[src/rtl/horno_pkg.sv]
// Shared definitions for the multi-zone oven controller: state encodings,
// LED bit positions and the ADC-to-temperature scaling helper.
package horno_pkg;

  localparam int LED_IDLE    = 0;
  localparam int LED_PREHEAT = 1;
  localparam int LED_HOLD    = 2;
  localparam int LED_DONE    = 3;
  localparam int LED_FAULT   = 4;

  // One-hot states whose bit positions match the LED outputs, so led is the state register.
  typedef enum logic [4:0] {
    ST_IDLE    = 5'(1 << LED_IDLE),
    ST_PREHEAT = 5'(1 << LED_PREHEAT),
    ST_HOLD    = 5'(1 << LED_HOLD),
    ST_DONE    = 5'(1 << LED_DONE),
    ST_FAULT   = 5'(1 << LED_FAULT)
  } state_t;

  function automatic logic [31:0] adc_to_temp(input logic [31:0] sample, input int shift);
    return sample >> shift;
  endfunction

endpackage

[src/rtl/horno_tick.sv]
// Seconds-tick divider: counts 0..TICK_DIV-1 while enabled and pulses tick
// for the single cycle spent at the terminal count.
module horno_tick #(
  parameter int TICK_DIV = 50_000_000
) (
  input  logic clk,
  input  logic rst_n,
  input  logic clr,
  input  logic en,
  output logic tick
);

  localparam int CNT_W = (TICK_DIV > 1) ? $clog2(TICK_DIV) : 1;
  localparam logic [CNT_W-1:0] LAST = CNT_W'(TICK_DIV - 1);

  logic [CNT_W-1:0] cnt;

  // NOTE: sequential state uses non-blocking assignments so every register samples pre-edge values.
  always_ff @(posedge clk) begin
    if (!rst_n)      cnt <= '0;
    else if (clr)    cnt <= '0;
    else if (en)     cnt <= (cnt == LAST) ? '0 : cnt + CNT_W'(1);
  end

  assign tick = en & (cnt == LAST);

endmodule

[src/rtl/horno_multizona.sv]
// Multi-zone oven controller: per-zone hysteresis heaters against one shared
// setpoint, seconds-based hold timer, latched over-temperature fault.
module horno_multizona
  import horno_pkg::*;
#(
  parameter int N_ZONES  = 2,
  parameter int ADC_W    = 12,
  parameter int TEMP_W   = 8,
  parameter int TIMER_W  = 4,
  parameter int TICK_DIV = 50_000_000,
  parameter int HYST     = 2,
  parameter int T_MAX    = 240
) (
  input  logic                     clk,
  input  logic                     rst_n,
  input  logic                     start,
  input  logic                     stop,
  input  logic [N_ZONES*ADC_W-1:0] adc,
  input  logic [TEMP_W-1:0]        set_temp,
  input  logic [TIMER_W-1:0]       set_timer,
  output logic [N_ZONES-1:0]       heater,
  output logic [4:0]               led,
  output logic [TIMER_W-1:0]       remaining,
  output logic                     done,
  output logic                     fault
);

  localparam int SHIFT = ADC_W - TEMP_W;

  state_t               state;
  logic                 start_q;
  logic [TEMP_W-1:0]    set_temp_q;
  logic [TIMER_W-1:0]   set_timer_q;
  logic [TEMP_W:0]      lo;
  logic [N_ZONES-1:0]   over;
  logic [N_ZONES-1:0]   at_set;
  logic [N_ZONES-1:0]   heater_hyst;
  logic                 start_pulse;
  logic                 any_over;
  logic                 all_at_set;
  logic                 tick;

  assign start_pulse = start & ~start_q;
  assign any_over    = |over;
  assign all_at_set  = &at_set;

  // Lower hysteresis edge, clamped so small setpoints do not wrap.
  assign lo = ({1'b0, set_temp_q} >= (TEMP_W+1)'(HYST))
            ? {1'b0, set_temp_q} - (TEMP_W+1)'(HYST) : '0;

  for (genvar i = 0; i < N_ZONES; i++) begin : g_zone
    logic [TEMP_W-1:0] temp;
    assign temp           = TEMP_W'(adc_to_temp(32'(adc[i*ADC_W +: ADC_W]), SHIFT));
    assign over[i]        = {1'b0, temp} >= (TEMP_W+1)'(T_MAX);
    assign at_set[i]      = temp >= set_temp_q;
    assign heater_hyst[i] = ({1'b0, temp} < lo) ? 1'b1 : (at_set[i] ? 1'b0 : heater[i]);
  end

  // Counter idles at zero outside HOLD, so each hold second starts full length.
  horno_tick #(.TICK_DIV(TICK_DIV)) u_tick (
    .clk   (clk),
    .rst_n (rst_n),
    .clr   (state != ST_HOLD),
    .en    (state == ST_HOLD),
    .tick  (tick)
  );

  always_ff @(posedge clk) begin
    if (!rst_n) begin
      state       <= ST_IDLE;
      start_q     <= 1'b0;
      set_temp_q  <= '0;
      set_timer_q <= '0;
      heater      <= '0;
      remaining   <= '0;
    end else begin
      start_q <= start;
      case (state)
        ST_IDLE, ST_DONE: begin
          heater <= '0;
          if (stop) begin
            state     <= ST_IDLE;
            remaining <= '0;
          end else if (start_pulse) begin
            set_temp_q  <= set_temp;
            set_timer_q <= set_timer;
            state       <= (set_timer == '0) ? ST_DONE : ST_PREHEAT;
          end
        end
        ST_PREHEAT: begin
          if (stop) begin
            state     <= ST_IDLE;
            heater    <= '0;
            remaining <= '0;
          end else if (any_over) begin
            state  <= ST_FAULT;
            heater <= '0;
          end else begin
            heater <= heater_hyst;
            if (all_at_set) begin
              state     <= ST_HOLD;
              remaining <= set_timer_q;
            end
          end
        end
        ST_HOLD: begin
          if (stop) begin
            state     <= ST_IDLE;
            heater    <= '0;
            remaining <= '0;
          end else if (any_over) begin
            state  <= ST_FAULT;
            heater <= '0;
          end else if (tick && remaining == TIMER_W'(1)) begin
            state     <= ST_DONE;
            heater    <= '0;
            remaining <= '0;
          end else begin
            heater <= heater_hyst;
            if (tick) remaining <= remaining - TIMER_W'(1);
          end
        end
        ST_FAULT: begin
          heater <= '0;
          if (stop && !any_over) begin
            state     <= ST_IDLE;
            remaining <= '0;
          end
        end
        default: begin
          state     <= ST_IDLE;
          heater    <= '0;
          remaining <= '0;
        end
      endcase
    end
  end

  assign led   = state;
  assign done  = state[LED_DONE];
  assign fault = state[LED_FAULT];

endmodule

[config.mk]
export PLATFORM = sky130hd
export DESIGN_NAME = horno_multizona
export DESIGN_NICKNAME = d
export VERILOG_FILES = /design/src/rtl/horno_pkg.sv /design/src/rtl/horno_tick.sv /design/src/rtl/horno_multizona.sv
export SDC_FILE = /design/constraint.sdc
export NUM_CORES = 1
export LEC_CHECK = 0
export ABC_AREA = 1
export CORE_ASPECT_RATIO = 1.75
export CORE_MARGIN = 4
export CORE_UTILIZATION = 50
export CTS_CLUSTER_SIZE = 40
export DETAILED_ROUTE_END_ITERATION = 8
export GPL_ROUTABILITY_DRIVEN = 0
export PLACE_DENSITY_LB_ADDON = 0.08
export SKIP_LAST_GASP = 1
export SLEW_MARGIN = 20
export SYNTH_ARGS = -nofsm -noshare
export SYNTH_HDL_FRONTEND = slang
export SYNTH_SLANG_ARGS = --single-unit
[constraint.sdc]
create_clock -name clk -period 2.6 [get_ports clk]
set_clock_uncertainty 0.2 [all_clocks]
set_input_delay 0.26 -clock clk [delete_from_list [all_inputs] [get_ports clk]]
set_output_delay 0.26 -clock clk [all_outputs]
set_load 0.01 [all_outputs]
==> flow_metrics.tcl <==
set metrics [dict create \
    endpoint "heater[0]" \
    die_h_um 118 \
    netlist_instances 503 \
    synth_largest_area_cell "sky130_fd_sc_hd__dfxtp_1" \
    post_drt_via_cell_ratio 5.28 \
    slew_violations 0 \
    min_period_ns 2.44 \
    critPathMaxFanout 5 \
    worstPathRequired_ns 2.63 \
    htreeDepth 2 \
    synthTopCellsByArea "sky130_fd_sc_hd__dfxtp_1 (29%), sky130_fd_sc_hd__ha_1 (12%), sky130_fd_sc_hd__nand2_1 (12%)" \
    fp.coreArea_mm2 0.00664 \
    wirelength_um 8750 \
    tritoncts "done" \
    drv_cap 0 \
    post_cts_hold_buffer_count 0 \
    synth_enable_flop_cells 0 \
    arrival_time_at_the_worst_endpoint_ns 2.47 \
    dp_hpwl_um 7070 \
    post-place-ws_ns 0.160 \
    grtUsageTotal_pct 21.0 \
    path_category_of_the_worst_min_delay_check "reg2reg" \
    place.port_buffers 44 \
    report.final.setup_viol 0 \
    synth.net_count 577 \
    global_route_wire_length_before_repair_um 14200 \
    critPathLaunch "set_temp_q[2]" \
    die_w_um 70.8 \
    synthDominantCellAreaShare_pct 29.0 \
    avgRoutedWirePerCell_um 13.7 \
    seq_area_frac_synth_pct 29.0 \
    ys_top_cells_by_count "sky130_fd_sc_hd__nand2_1 (109), sky130_fd_sc_hd__inv_1 (67), sky130_fd_sc_hd__nor2_1 (66), sky130_fd_sc_hd__dfxtp_1 (50), sky130_fd_sc_hd__a21oi_1 (36)" \
    critPathLaunchType "flop" \
    setup.worst_path.class "reg2reg" \
    num_vias 3382 \
    timing.slew.headroom_pct 74.6 \
    tritoncts.num_buffers 5 \
    power_leakage_nw 1.80 \
    synthesis.yosys.warnings 0 \
    global_route.overflow_total 0 \
    dr.first_iter.drc_count 164 \
    fin_hold_ws_ns 0.249 \
    r2r.worst_path.cells 15 \
    clk_root_buffer_cell "sky130_fd_sc_hd__clkbuf_16" \
    ys_async_sr_fraction_pct 0 \
    worst_setup_path_end_kind "flop" \
    r2r_end "heater[0]" \
    grt_start_max_net_pins 20 \
    syn_area_per_cell_um2 6.86 \
    syn_area_mm2 0.00345 \
    hold_viol_final 0 \
    critical_path.reg2reg.startpoint "set_temp_q[2]" \
    area_grow_syn2layout_pct 24.0 \
    count_of_tritonroute_iterations_in_the_first_routing_pass 4 \
    boundaryPins 53 \
    ant_nets 0 \
    pwr_density_cell_mw_per_mm2 504 \
    timing.final.ws_setup_ns 0.163 \
    first_global_vias 3367 \
    synth.lib_cells_used.distinct 40 \
    die_area_mm2 0.00834 \
    clkTransAtPathRegs_ns 0.07 \
    outcome "finished clean" \
    timing.fmax_mhz 410 \
    antenna_found_initial 0 \
    start_util_pct 52.0 \
    clk_path_buf_depth 2 \
    final_worst_path_cycle_share_pct 93.7 \
    route.detailed.drc 0 \
    cts_num_sinks 50 \
    synth_top_flop_cell "sky130_fd_sc_hd__dfxtp_1" \
    r2r_slack_ns 0.16 \
    timing_worst_slew_pin_value_ns 0.378 \
    insertion_delay_ns 0.30 \
    max-vdd-ir-drop_v 0.000385 \
    final_nets 631 \
    core.rowCount 39 \
    yosys_register_bits 50 \
    final_layout_size_suffix_gt1_share_pct 10.6 \
    antenna-diode-count 0 \
    nFillCells 660 \
    most_used_standard_cell_by_instance_count_after_synthesis "sky130_fd_sc_hd__nand2_1" \
]
==> routing by layer <==
| metal | share of wire [%] | track usage, % |
|---|---|---|
| met1 | 33 | 18.0 |
| met2 | 59 | 42.1 |
| met3 | 3.0 | 3.33 |
| met4 | 4.8 | 13.1 |
| met5 | 0 | 0 |
==> placed cells by master (no fill, tap or decap), types with 2 or more instances in the layout <==
| master | synthesis | layout |
|---|---|---|
| sky130_fd_sc_hd__nand2_1 | 109 | 107 |
| sky130_fd_sc_hd__inv_1 | 67 | 65 |
| sky130_fd_sc_hd__nor2_1 | 66 | 65 |
| sky130_fd_sc_hd__dfxtp_1 | 50 | 49 |
| sky130_fd_sc_hd__clkdlybuf4s50_1 | 0 | 44 |
| sky130_fd_sc_hd__a21oi_1 | 36 | 33 |
| sky130_fd_sc_hd__ha_1 | 34 | 31 |
| sky130_fd_sc_hd__o21ai_0 | 29 | 27 |
| sky130_fd_sc_hd__nand3_1 | 26 | 25 |
| sky130_fd_sc_hd__nor3_1 | 13 | 12 |
| sky130_fd_sc_hd__nand4_1 | 11 | 11 |
| sky130_fd_sc_hd__buf_4 | 3 | 9 |
| sky130_fd_sc_hd__xor2_1 | 5 | 5 |
| sky130_fd_sc_hd__clkbuf_16 | 0 | 5 |
| sky130_fd_sc_hd__nor2_4 | 3 | 4 |
| sky130_fd_sc_hd__nand3_2 | 4 | 4 |
| sky130_fd_sc_hd__a211oi_1 | 4 | 4 |
| sky130_fd_sc_hd__a21oi_2 | 1 | 4 |
| sky130_fd_sc_hd__nand2_2 | 4 | 4 |
| sky130_fd_sc_hd__inv_2 | 3 | 4 |
| sky130_fd_sc_hd__nand2_4 | 1 | 3 |
| sky130_fd_sc_hd__nor3b_1 | 3 | 3 |
| sky130_fd_sc_hd__nor2_2 | 3 | 3 |
| sky130_fd_sc_hd__nor3_4 | 2 | 2 |
| sky130_fd_sc_hd__o21a_1 | 2 | 2 |
| sky130_fd_sc_hd__o31ai_1 | 2 | 2 |
| sky130_fd_sc_hd__nor4_1 | 2 | 2 |
| sky130_fd_sc_hd__xnor2_1 | 2 | 2 |
| sky130_fd_sc_hd__nand3b_1 | 2 | 2 |
| sky130_fd_sc_hd__nand3_4 | 1 | 2 |
| sky130_fd_sc_hd__a21o_1 | 2 | 2 |
| sky130_fd_sc_hd__nand4_2 | 2 | 2 |
| sky130_fd_sc_hd__ha_2 | 0 | 2 |
==> through the flow <==
step	util, %	instance area, µm²	cells	setup TNS [ns]	power (mW)
after global routing	64.4	4280	640	-0.0690	2.28
after floorplan	-	3450	503	0	1.15
after CTS	63.0	4180	639	0	2.10
after global placement	60.4	4010	631	0	1.31
after detailed placement	60.4	4010	631	0	1.33
final	64.4	4280	640	0	2.16
==> what timing repair did <==
action / CTS / global route
setup endpoints to repair: 0 / 2
gates resized for setup: 0 / 25
setup buffers: 0 / 1
==> worst max-delay path, cell delays in order, from the launching register on <==
cell and delay (ns):
sky130_fd_sc_hd__dfxtp_2 0.32, sky130_fd_sc_hd__inv_1 0.07, sky130_fd_sc_hd__ha_2 0.19, sky130_fd_sc_hd__nand2_2 0.09, sky130_fd_sc_hd__inv_4 0.09, sky130_fd_sc_hd__nand3_4 0.08
sky130_fd_sc_hd__nor2_4 0.15, sky130_fd_sc_hd__nand2_4 0.10, sky130_fd_sc_hd__buf_4 0.16, sky130_fd_sc_hd__nand3_1 0.12, sky130_fd_sc_hd__ha_1 0.27, sky130_fd_sc_hd__a21oi_1 0.15
sky130_fd_sc_hd__o21ai_0 0.10, sky130_fd_sc_hd__nor2_1 0.10, sky130_fd_sc_hd__nand2_1 0.07, sky130_fd_sc_hd__a21oi_2 0.11
==> final cells by class <==
type / instances / area (µm²) / share of cell area (%)
clock inverter: 3 / 47.5 / 1.11
tap: 82 / 103 / 2.40
inverter: 71 / 269 / 6.29
timing repair buffer: 54 / 519 / 12.1
clock buffer: 5 / 125 / 2.93
multi-input combinational: 375 / 2210 / 51.7
sequential: 50 / 1000 / 23.4
==> report_power, final <==
part	switching [mW]	internal (mW)
Sequential	0.0187	0.785
Clock	0.305	0.459
Combinational	0.331	0.256
==> flip-flops by register name, indices dropped and copies added (netlist names) <==
signal       flops
u_tick.cnt      26
set_temp_q       8
led              5
remaining        4
set_timer_q      4
heater           2
start_q          1
==> worst min-delay path by stage <==
stage	start	slack, ns	depth (start not counted)	endpoint
5_1_grt	u_tick.cnt[15]	0.28	2	u_tick.cnt[15]
6_report	u_tick.cnt[0]	0.25	1	u_tick.cnt[0]
3_5_place_dp	u_tick.cnt[0]	0.24	1	u_tick.cnt[0]
3_3_place_gp	u_tick.cnt[0]	0.23	1	u_tick.cnt[0]
2_1_floorplan	start	0.15	2	start_q
4_1_cts	u_tick.cnt[0]	0.25	1	u_tick.cnt[0]
==> cells by family after synthesis <==
group                    after synthesis  synth area share, %
AO/OA/AOI/OAI                         78                 12.3
AND/OR/NAND/NOR                      256                 35.3
buffers and inverters                 78                 9.29
adder cells (fa/ha/maj)               34                 12.3
XOR/XNOR                               7                 1.78
flip-flops                            50                 29.0
(Power assumes the default switching activity.)
